`config.mk`:
```
export PLATFORM = sky130hd
export DESIGN_NAME = bootsel
export DESIGN_NICKNAME = d
export VERILOG_FILES = /design/src/rtl/bootsel.sv
export SDC_FILE = /design/constraint.sdc
export NUM_CORES = 1
export LEC_CHECK = 0
export ABC_AREA = 1
export BUFFER_PORTS_ARGS = -buffer_cell sky130_fd_sc_hd__buf_2
export CAP_MARGIN = 20
export CORE_MARGIN = 2
export CORE_UTILIZATION = 35
export CTS_CLUSTER_DIAMETER = 30
export DETAILED_ROUTE_END_ITERATION = 6
export GPL_ROUTABILITY_DRIVEN = 0
export GPL_TIMING_DRIVEN = 0
export PLACE_DENSITY = 0.53
export SETUP_SLACK_MARGIN = 0.15
export SLEW_MARGIN = 20
export SYNTH_ARGS = -nofsm -noshare
export SYNTH_HDL_FRONTEND = slang
export SYNTH_SLANG_ARGS = --single-unit
```
`constraint.sdc`:
```
create_clock -name pin_clk -period 2.2 [get_ports pin_clk]
set_input_delay 0.33 -clock pin_clk [delete_from_list [all_inputs] [get_ports pin_clk]]
set_output_delay 0.33 -clock pin_clk [all_outputs]
set_load 0.01 [all_outputs]
```
`src/rtl/bootsel.sv`:
```
// Warm-boot image selector: debounced button classified as none/short/long, or a software request, drives SB_WARMBOOT.
// Latency: boot_s one cycle after the decision or request transfer, boot one cycle later; unpressed boot at DELAY_CYCLES+3.
// Backpressure: sw_req_ready is high only in DELAY/HOLD/IDLE; once ARM is entered every request is refused until rst.
module bootsel #(
    parameter int unsigned DELAY_CYCLES      = 255,
    parameter int unsigned DEBOUNCE_CYCLES   = 16,
    parameter int unsigned LONG_PRESS_CYCLES = 4096,
    parameter bit          BUTTON_ACTIVE_LOW = 1'b1,
    parameter logic [1:0]  DEFAULT_IMAGE     = 2'd2,
    parameter logic [1:0]  SHORT_IMAGE       = 2'd1,
    parameter logic [1:0]  LONG_IMAGE        = 2'd3,
    parameter bit          AUTO_BOOT         = 1'b1
) (
    input  logic       pin_clk,
    input  logic       rst,
    input  logic       pin_button,
    input  logic       sw_req_valid,
    input  logic [1:0] sw_req_image,
    output logic       sw_req_ready,
    output logic       pressed,
    output logic [1:0] selected,
    output logic [1:0] boot_s,
    output logic       boot
);

    localparam int WIN_W  = (DELAY_CYCLES > 0) ? $clog2(DELAY_CYCLES + 1) : 1;
    localparam int DB_W   = $clog2(DEBOUNCE_CYCLES + 1);
    localparam int HOLD_W = $clog2(LONG_PRESS_CYCLES + 1);

    localparam logic [WIN_W-1:0]  WIN_INIT = WIN_W'(DELAY_CYCLES);
    localparam logic [DB_W-1:0]   DB_MAX   = DB_W'(DEBOUNCE_CYCLES);
    localparam logic [HOLD_W-1:0] HOLD_MAX = HOLD_W'(LONG_PRESS_CYCLES);

    typedef enum logic [2:0] {
        ST_DELAY,
        ST_HOLD,
        ST_IDLE,
        ST_ARM,
        ST_BOOT
    } state_t;

    state_t             state_q, state_d;
    logic [WIN_W-1:0]   win_q, win_d;
    logic [HOLD_W-1:0]  hold_q, hold_d;
    logic [DB_W-1:0]    db_cnt;
    logic [1:0]         sel_d;
    logic               button_norm, sync_q, button_sync;
    logic               decide;
    logic [1:0]         decide_img;

    assign button_norm = BUTTON_ACTIVE_LOW ? ~pin_button : pin_button;

    // pressed only follows the synchronised input after it has disagreed for DEBOUNCE_CYCLES in a row
    always_ff @(posedge pin_clk) begin
        if (rst) begin
            sync_q      <= 1'b0;
            button_sync <= 1'b0;
            db_cnt      <= '0;
            pressed     <= 1'b0;
        end else begin
            sync_q      <= button_norm;
            button_sync <= sync_q;
            if (button_sync == pressed) begin
                db_cnt <= '0;
            end else if (db_cnt == DB_MAX) begin
                pressed <= button_sync;
                db_cnt  <= '0;
            end else begin
                db_cnt <= db_cnt + 1'b1;
            end
        end
    end

    always_comb begin
        state_d      = state_q;
        win_d        = win_q;
        hold_d       = hold_q;
        sel_d        = selected;
        decide       = 1'b0;
        decide_img   = DEFAULT_IMAGE;
        sw_req_ready = (state_q == ST_DELAY) || (state_q == ST_HOLD) || (state_q == ST_IDLE);

        case (state_q)
            ST_DELAY: begin
                if (win_q == '0) begin
                    if (pressed) begin
                        state_d = ST_HOLD;
                        hold_d  = '0;
                    end else begin
                        decide     = 1'b1;
                        decide_img = DEFAULT_IMAGE;
                    end
                end else begin
                    win_d = win_q - 1'b1;
                end
            end
            ST_HOLD: begin
                // reaching the long threshold wins over a release seen in the same cycle
                if (hold_q == HOLD_MAX) begin
                    decide     = 1'b1;
                    decide_img = LONG_IMAGE;
                end else if (!pressed) begin
                    decide     = 1'b1;
                    decide_img = SHORT_IMAGE;
                end else begin
                    hold_d = hold_q + 1'b1;
                end
            end
            ST_ARM:  state_d = ST_BOOT;
            default: state_d = state_q;
        endcase

        if (decide) begin
            sel_d   = decide_img;
            state_d = AUTO_BOOT ? ST_ARM : ST_IDLE;
        end

        if (sw_req_valid && sw_req_ready) begin
            sel_d   = sw_req_image;
            state_d = ST_ARM;
        end
    end

    always_ff @(posedge pin_clk) begin
        if (rst) begin
            state_q  <= ST_DELAY;
            win_q    <= WIN_INIT;
            hold_q   <= '0;
            selected <= 2'd0;
            boot_s   <= 2'd0;
            boot     <= 1'b0;
        end else begin
            state_q  <= state_d;
            win_q    <= win_d;
            hold_q   <= hold_d;
            selected <= sel_d;
            if (state_q == ST_ARM) begin
                boot_s <= selected;
            end
            if (state_q == ST_BOOT) begin
                boot <= 1'b1;
            end
        end
    end

endmodule
```
## Word level (Yosys, flattened, before mapping)

Cells that the tools add are included.

| operators by class | value |
|---|---|
| reductions and logical operators | 16 |
| multiplexer cells | 19 |
| bitwise gates (word level) | 3 |
| add/subtract/negate cells | 3 |
| equal/unequal tests | 13 |

Operators by type and width:

| kind | number |
|---|---|
| 13-bit two-way mux | 4 |
| 13-bit one-hot mux with 2 select lines | 1 |
| 2-bit two-way mux | 7 |
| 13-bit by 1-bit adder with 13-bit output (second input constant) | 1 |
| 13-bit == test (second input constant) | 1 |
| 8-bit zero test | 1 |
| 8-bit by 1-bit subtractor with 8-bit output (second input constant) | 1 |
| 3-bit by 2-bit == test with 1-bit output (second input constant) | 2 |
| 3-bit two-way mux | 2 |
| 2-bit != test (second input constant) | 3 |
| 3-bit one-hot mux with 2 select lines | 1 |
| 3-bit AND reduction | 2 |
| 2-bit nonzero test | 3 |
| 3-bit OR reduction | 2 |
| 5-bit by 1-bit adder with 5-bit output (second input constant) | 1 |
| 5-bit == test (second input constant) | 1 |
| 5-bit AND reduction | 1 |
| 4-bit by 2-bit != test with 1-bit output (second input constant) | 1 |
| 4-bit by 3-bit != test with 1-bit output (second input constant) | 1 |
| 2-bit AND reduction | 2 |
| 4-bit nonzero test | 1 |
| 3-bit by 1-bit == test with 1-bit output (second input constant) | 1 |
| 3-bit == test (second input constant) | 1 |
| 3-bit zero test | 1 |
| 7 further kinds | 12 |

| word-level totals | value |
|---|---|
| output and inout port bits | 7 |
| flip-flop bits (word level) | 37 |
| word-level logic and storage cells | 65 |

## Logic depth before layout (Yosys ltp)

| logic depth | value |
|---|---|
| word-level depth | 6 |
| gate-level depth with buffers | 10 |
| depth with buffers taken out | 10 |

## Worst setup path before layout

Ideal clock, no wire load.

| timing | value |
|---|---|
| path kind | register to register |
| start | register win_q[0] |
| end | register win_q[7] |
| arrival | 1.335 ns |
| setup time | 0.132 ns |
| setup slack | 0.733 ns |
| data required time | 2.068 ns |
| cell stages (with the launch flop) | 11 |
| buffers on the path | 0 |
| cells stage by stage | dfxtp_1 -> inv_1 -> ha_1 -> nand2_4 -> nor2_1 -> nor2_2 -> nand2_1 -> nor2_2 -> nand3_1 -> nand2_1 -> nand3_1 |

| between the ends | value |
|---|---|
| longest elaborated chain between the ends | 3 |
| elaborated cells between the ends (all ways) | 4 |
| classes of those cells | add/sub: 1; bitwise: 1; reduce/logical: 2 |

Ends and longest elaborated chain:

| what | RTL line | RTL |
|---|---|---|
| from (decl) | 43 | `logic [WIN_W-1:0] win_q, win_d;` |
| from (signal assigned) | 134 | `win_q <= win_d;` |
| branches (longest 3 deep; another with 8-bit by 1-bit subtractor with 8-bit output) | -- |  |

Several ways; the timed one is not identified.
A chain may end at the register's enable or synchronous reset.

## Final worst setup path

| timing | value |
|---|---|
| start | register hold_q[0] |
| end | register hold_q[9] |

| between the ends | value |
|---|---|
| longest elaborated chain between the ends | 4 |
| elaborated cells between the ends (all ways) | 7 |
| classes of those cells | add/sub: 1; eq/ne: 2; mux: 3; reduce/logical: 1 |

Ends and longest elaborated chain:

| what | RTL line | RTL |
|---|---|---|
| from (decl) | 44 | `logic [HOLD_W-1:0] hold_q, hold_d;` |
| from (signal assigned) | 135 | `hold_q <= hold_d;` |
| 13-bit by 1-bit adder with 13-bit output | 106 | `hold_d = hold_q + 1'b1;` |
| 13-bit two-way mux | 102 | `end else if (!pressed) begin` |
| 13-bit two-way mux | 99 | `if (hold_q == HOLD_MAX) begin` |
| 13-bit one-hot mux with 2 select lines | 83 | `case (state_q)` |

Parallel ways exist; a longest one is shown, timed or not. The select of a mux whose other input is x is not followed.

==> summary.txt <==
Cells and area
  – Fill cells: approximately 600
  – Layout Area Growth over Synthesis: 13.5%
  – Layout cell share with drive strength beyond 1: ~14%
  – Nets: between 300 and 400
  – N_diodes: 0

Setup path
  – Crit end category: flop
  – Crit-path max FO: 10
  – CP cell instances: inv_1 -> ha_1 -> nand2_1 -> nor3_1 -> nand3_2 -> nand2_2 -> buf_4 -> nand2_1 -> a21oi_1
  – Setup CP Type: reg -> reg
  – Worst path slowest cell: dfxtp_1
  – Crit-path max cell delay: about 360 ps
  – Most frequent CP cell: nand2_1
  – WP buf/inv: 2
  – Crit path max-delay family: simple AND/OR/NAND/NOR gates
  – CP required: approximately 2400 ps
  – Startpoint types: flop
  – CP arrival: 1920 ps

Global route
  – Initial antenna violation count: 0
  – Vias in the first global route: 1677
  – Largest net degree at the start of global routing: 13
  – First-pass GRT wire length: about 7400 um
  – Global route overflow: 0
  – Gr usage total: 15.0%

Synthesis
  – Sequential area share after synthesis: 37.1%
  – FF+latch count, synth: 37
  – Share of the synthesized area in the top cell type: 37.1%
  – Count leader, synth: nand2_1
  – Post-synth EDFFs: 0
  – Netlist cell types: 30
  – Mapped Cells: 292
  – Post-Syn Area per Cell: ~6.8 um2
  – Syn Nets: just over 300
  – Synth warn: 0
  – Synth area leader: dfxtp_1
  – Area contributors post-synth: dfxtp_1 37%, nand2_1 13%, nor2_1 10%, inv_1 5.3%, nand3_1 4.8%
  – Top post-synthesis cells by count: 69 x nand2_1, 55 x nor2_1, 37 x dfxtp_1
  – Main synth FF type: dfxtp_1
  – Synthesized area: about 2000 um2
  – Synth async-reset ratio: 0%

Power and ir drop
  – P_int: ~0.0012 W
  – Leakage: between 0.9 and 1 nW
  – Pwr Total: roughly 0.0016 W
  – Sw Ratio: between 20% and 30%
  – Clk network pwr share: 39.8%
  – Psw: roughly 0.00043 W
  – Power density over the cells: about 700 nW/um2
  – Combinational share of power: ~14%
  – Part of the power in registers: between 40% and 50%
  – VDD IR-drop max: 314 uV

Clock tree
  – Setup Fix Bufs, Post-CTS: 0
  – Clock Sinks: 37
  – Post-CTS Resized: 0
  – CTS tree: built
  – H-tree levels: 2
  – Clock Path Buffers: 2
  – Reg clk slew, reported paths: approximately 80 ps
  – Hold buffer count at CTS: 0
  – Root buf cell: clkbuf_8
  – Cts bufs inserted: 5
  – Clk_lat worst skew: around 300 ps

Timing
  – Final Skew: 10.4 ps
  – Normalized max-slew margin: a little under two thirds
  – # setup viols final: 0
  – RSZ-0062 raised after global routing: no
  – Fin Setup TNS: 0 ps
  – Number of slew-limit violations in the final report: 0
  – Fin crit period: about 1700 ps
  – Hold WS: between 150 and 200 ps
  – Final Hold Viols: 0
  – Worst slew pin tran: about 540 ps
  – Period Utilization, post-route: 77.5%
  – Fmax: ~590 MHz

Routing
  – Detailed-route wire length: roughly 4200 um
  – DRT antenna net count: 0
  – DR iter-0 viols: slightly above 70
  – DR WL/cell: about 11 um
  – Vias: 1794
  – First-pass DRT Iterations: 4
  – DR DRC count: 0
  – Via density per instance: between 4 and 5

Flow run
  – Max-cap violations: 0

Hold path
  – Min-delay worst type: in -> reg

Die
  – Starting Density: 36.3%
  – Die Height: 79.6 um
  – Number of top-level pins: 13
  – Die W: 79.6 um
  – Die area: around 6300 um2
  – Core ar.: about 5500 um2
  – Row count: 27

Placement
  – Placed wire-length estimate: 3110 um
  – Port Buf Inserts: 12

Outcome
  – Outcome: complete, no violations
-- cell type report --
| cell class | count | area, um2 | area share (%) |
|---|---|---|---|
| multi-input combinational | 218 | 1110 | 48.8 |
| tap | 72 | 90.1 | 3.97 |
| buffer | 5 | 30.0 | 1.32 |
| timing repair buffer | 12 | 60.1 | 2.65 |
| inverter | 32 | 120 | 5.30 |
| clock buffer | 6 | 82.6 | 3.64 |
| sequential | 37 | 741 | 32.7 |
| clock inverter | 2 | 37.5 | 1.65 |
-- cell usage in the layout, fill, tap and decap left out, types with 6 or more instances in the layout --
cell type | netlist | layout
inv_1 | 28 | 28
nand4_1 | 8 | 8
dfxtp_1 | 37 | 37
nand2_1 | 69 | 69
xor2_1 | 8 | 8
nand3_1 | 19 | 19
a21oi_1 | 18 | 18
o21ai_0 | 8 | 8
nor2_1 | 55 | 55
buf_2 | 0 | 12
clkbuf_8 | 0 | 6
-- stage by stage --
step	instance area, um2	setup slack (ps)	utilization, %	instances
6_report	2270	494	41.2	384
3_5_place_dp	2150	490	39.0	376
5_1_grt	2270	302	41.2	384
3_3_place_gp	2150	484	39.0	376
2_1_floorplan	2000	733	-	292
4_1_cts	2270	468	41.2	384
-- per-layer routing --
metal  vias to the layer above  global-route usage, %  part of all wire (%)
met4                         0                   7.24                   2.0
met2                        16                   25.2                    45
met3                         7                   3.28                   2.8
met1                       804                   18.2                    50
li1                        967                      -                     -
met5                         -                      0                     0
-- cells by family after synthesis --
logic type	count (synthesis)	share of synthesized area [%]
flip-flops	37	37.1
adder cells (fa/ha/maj)	5	3.13
XOR/XNOR	10	4.38
AND/OR/NAND/NOR	170	38.4
AO/OA/AOI/OAI	33	9.52
buffers and inverters	37	7.51
-- registers in the layout, indices dropped and copies added, names as in the netlist --
signal,flops
boot,1
button_sync,1
pressed,1
boot_s,2
db_cnt,5
selected,2
sync_q,1
hold_q,13
win_q,8
state_q,3
-- final timing paths --
path	from	endpoint	slack, ps	depth (start not counted)
setup / recovery	hold_q[0]	hold_q[9]	490	9
hold / removal	pin_button	sync_q	180	2
setup reg to reg	hold_q[0]	hold_q[9]	490	9
hold reg to reg	sync_q	button_sync	410	2
-- power by group through the flow --
stage	sequential, W	combinational (W)	clock [W]
2_1_floorplan	0.000754	0.000155	0
3_3_place_gp	0.000753	0.000216	0
3_5_place_dp	0.000753	0.000218	0
4_1_cts	0.000738	0.000219	0.000654
5_1_grt	0.000742	0.000248	0.000671
6_report	0.000738	0.000214	0.000629
Power figures use the tool's default switching activity.
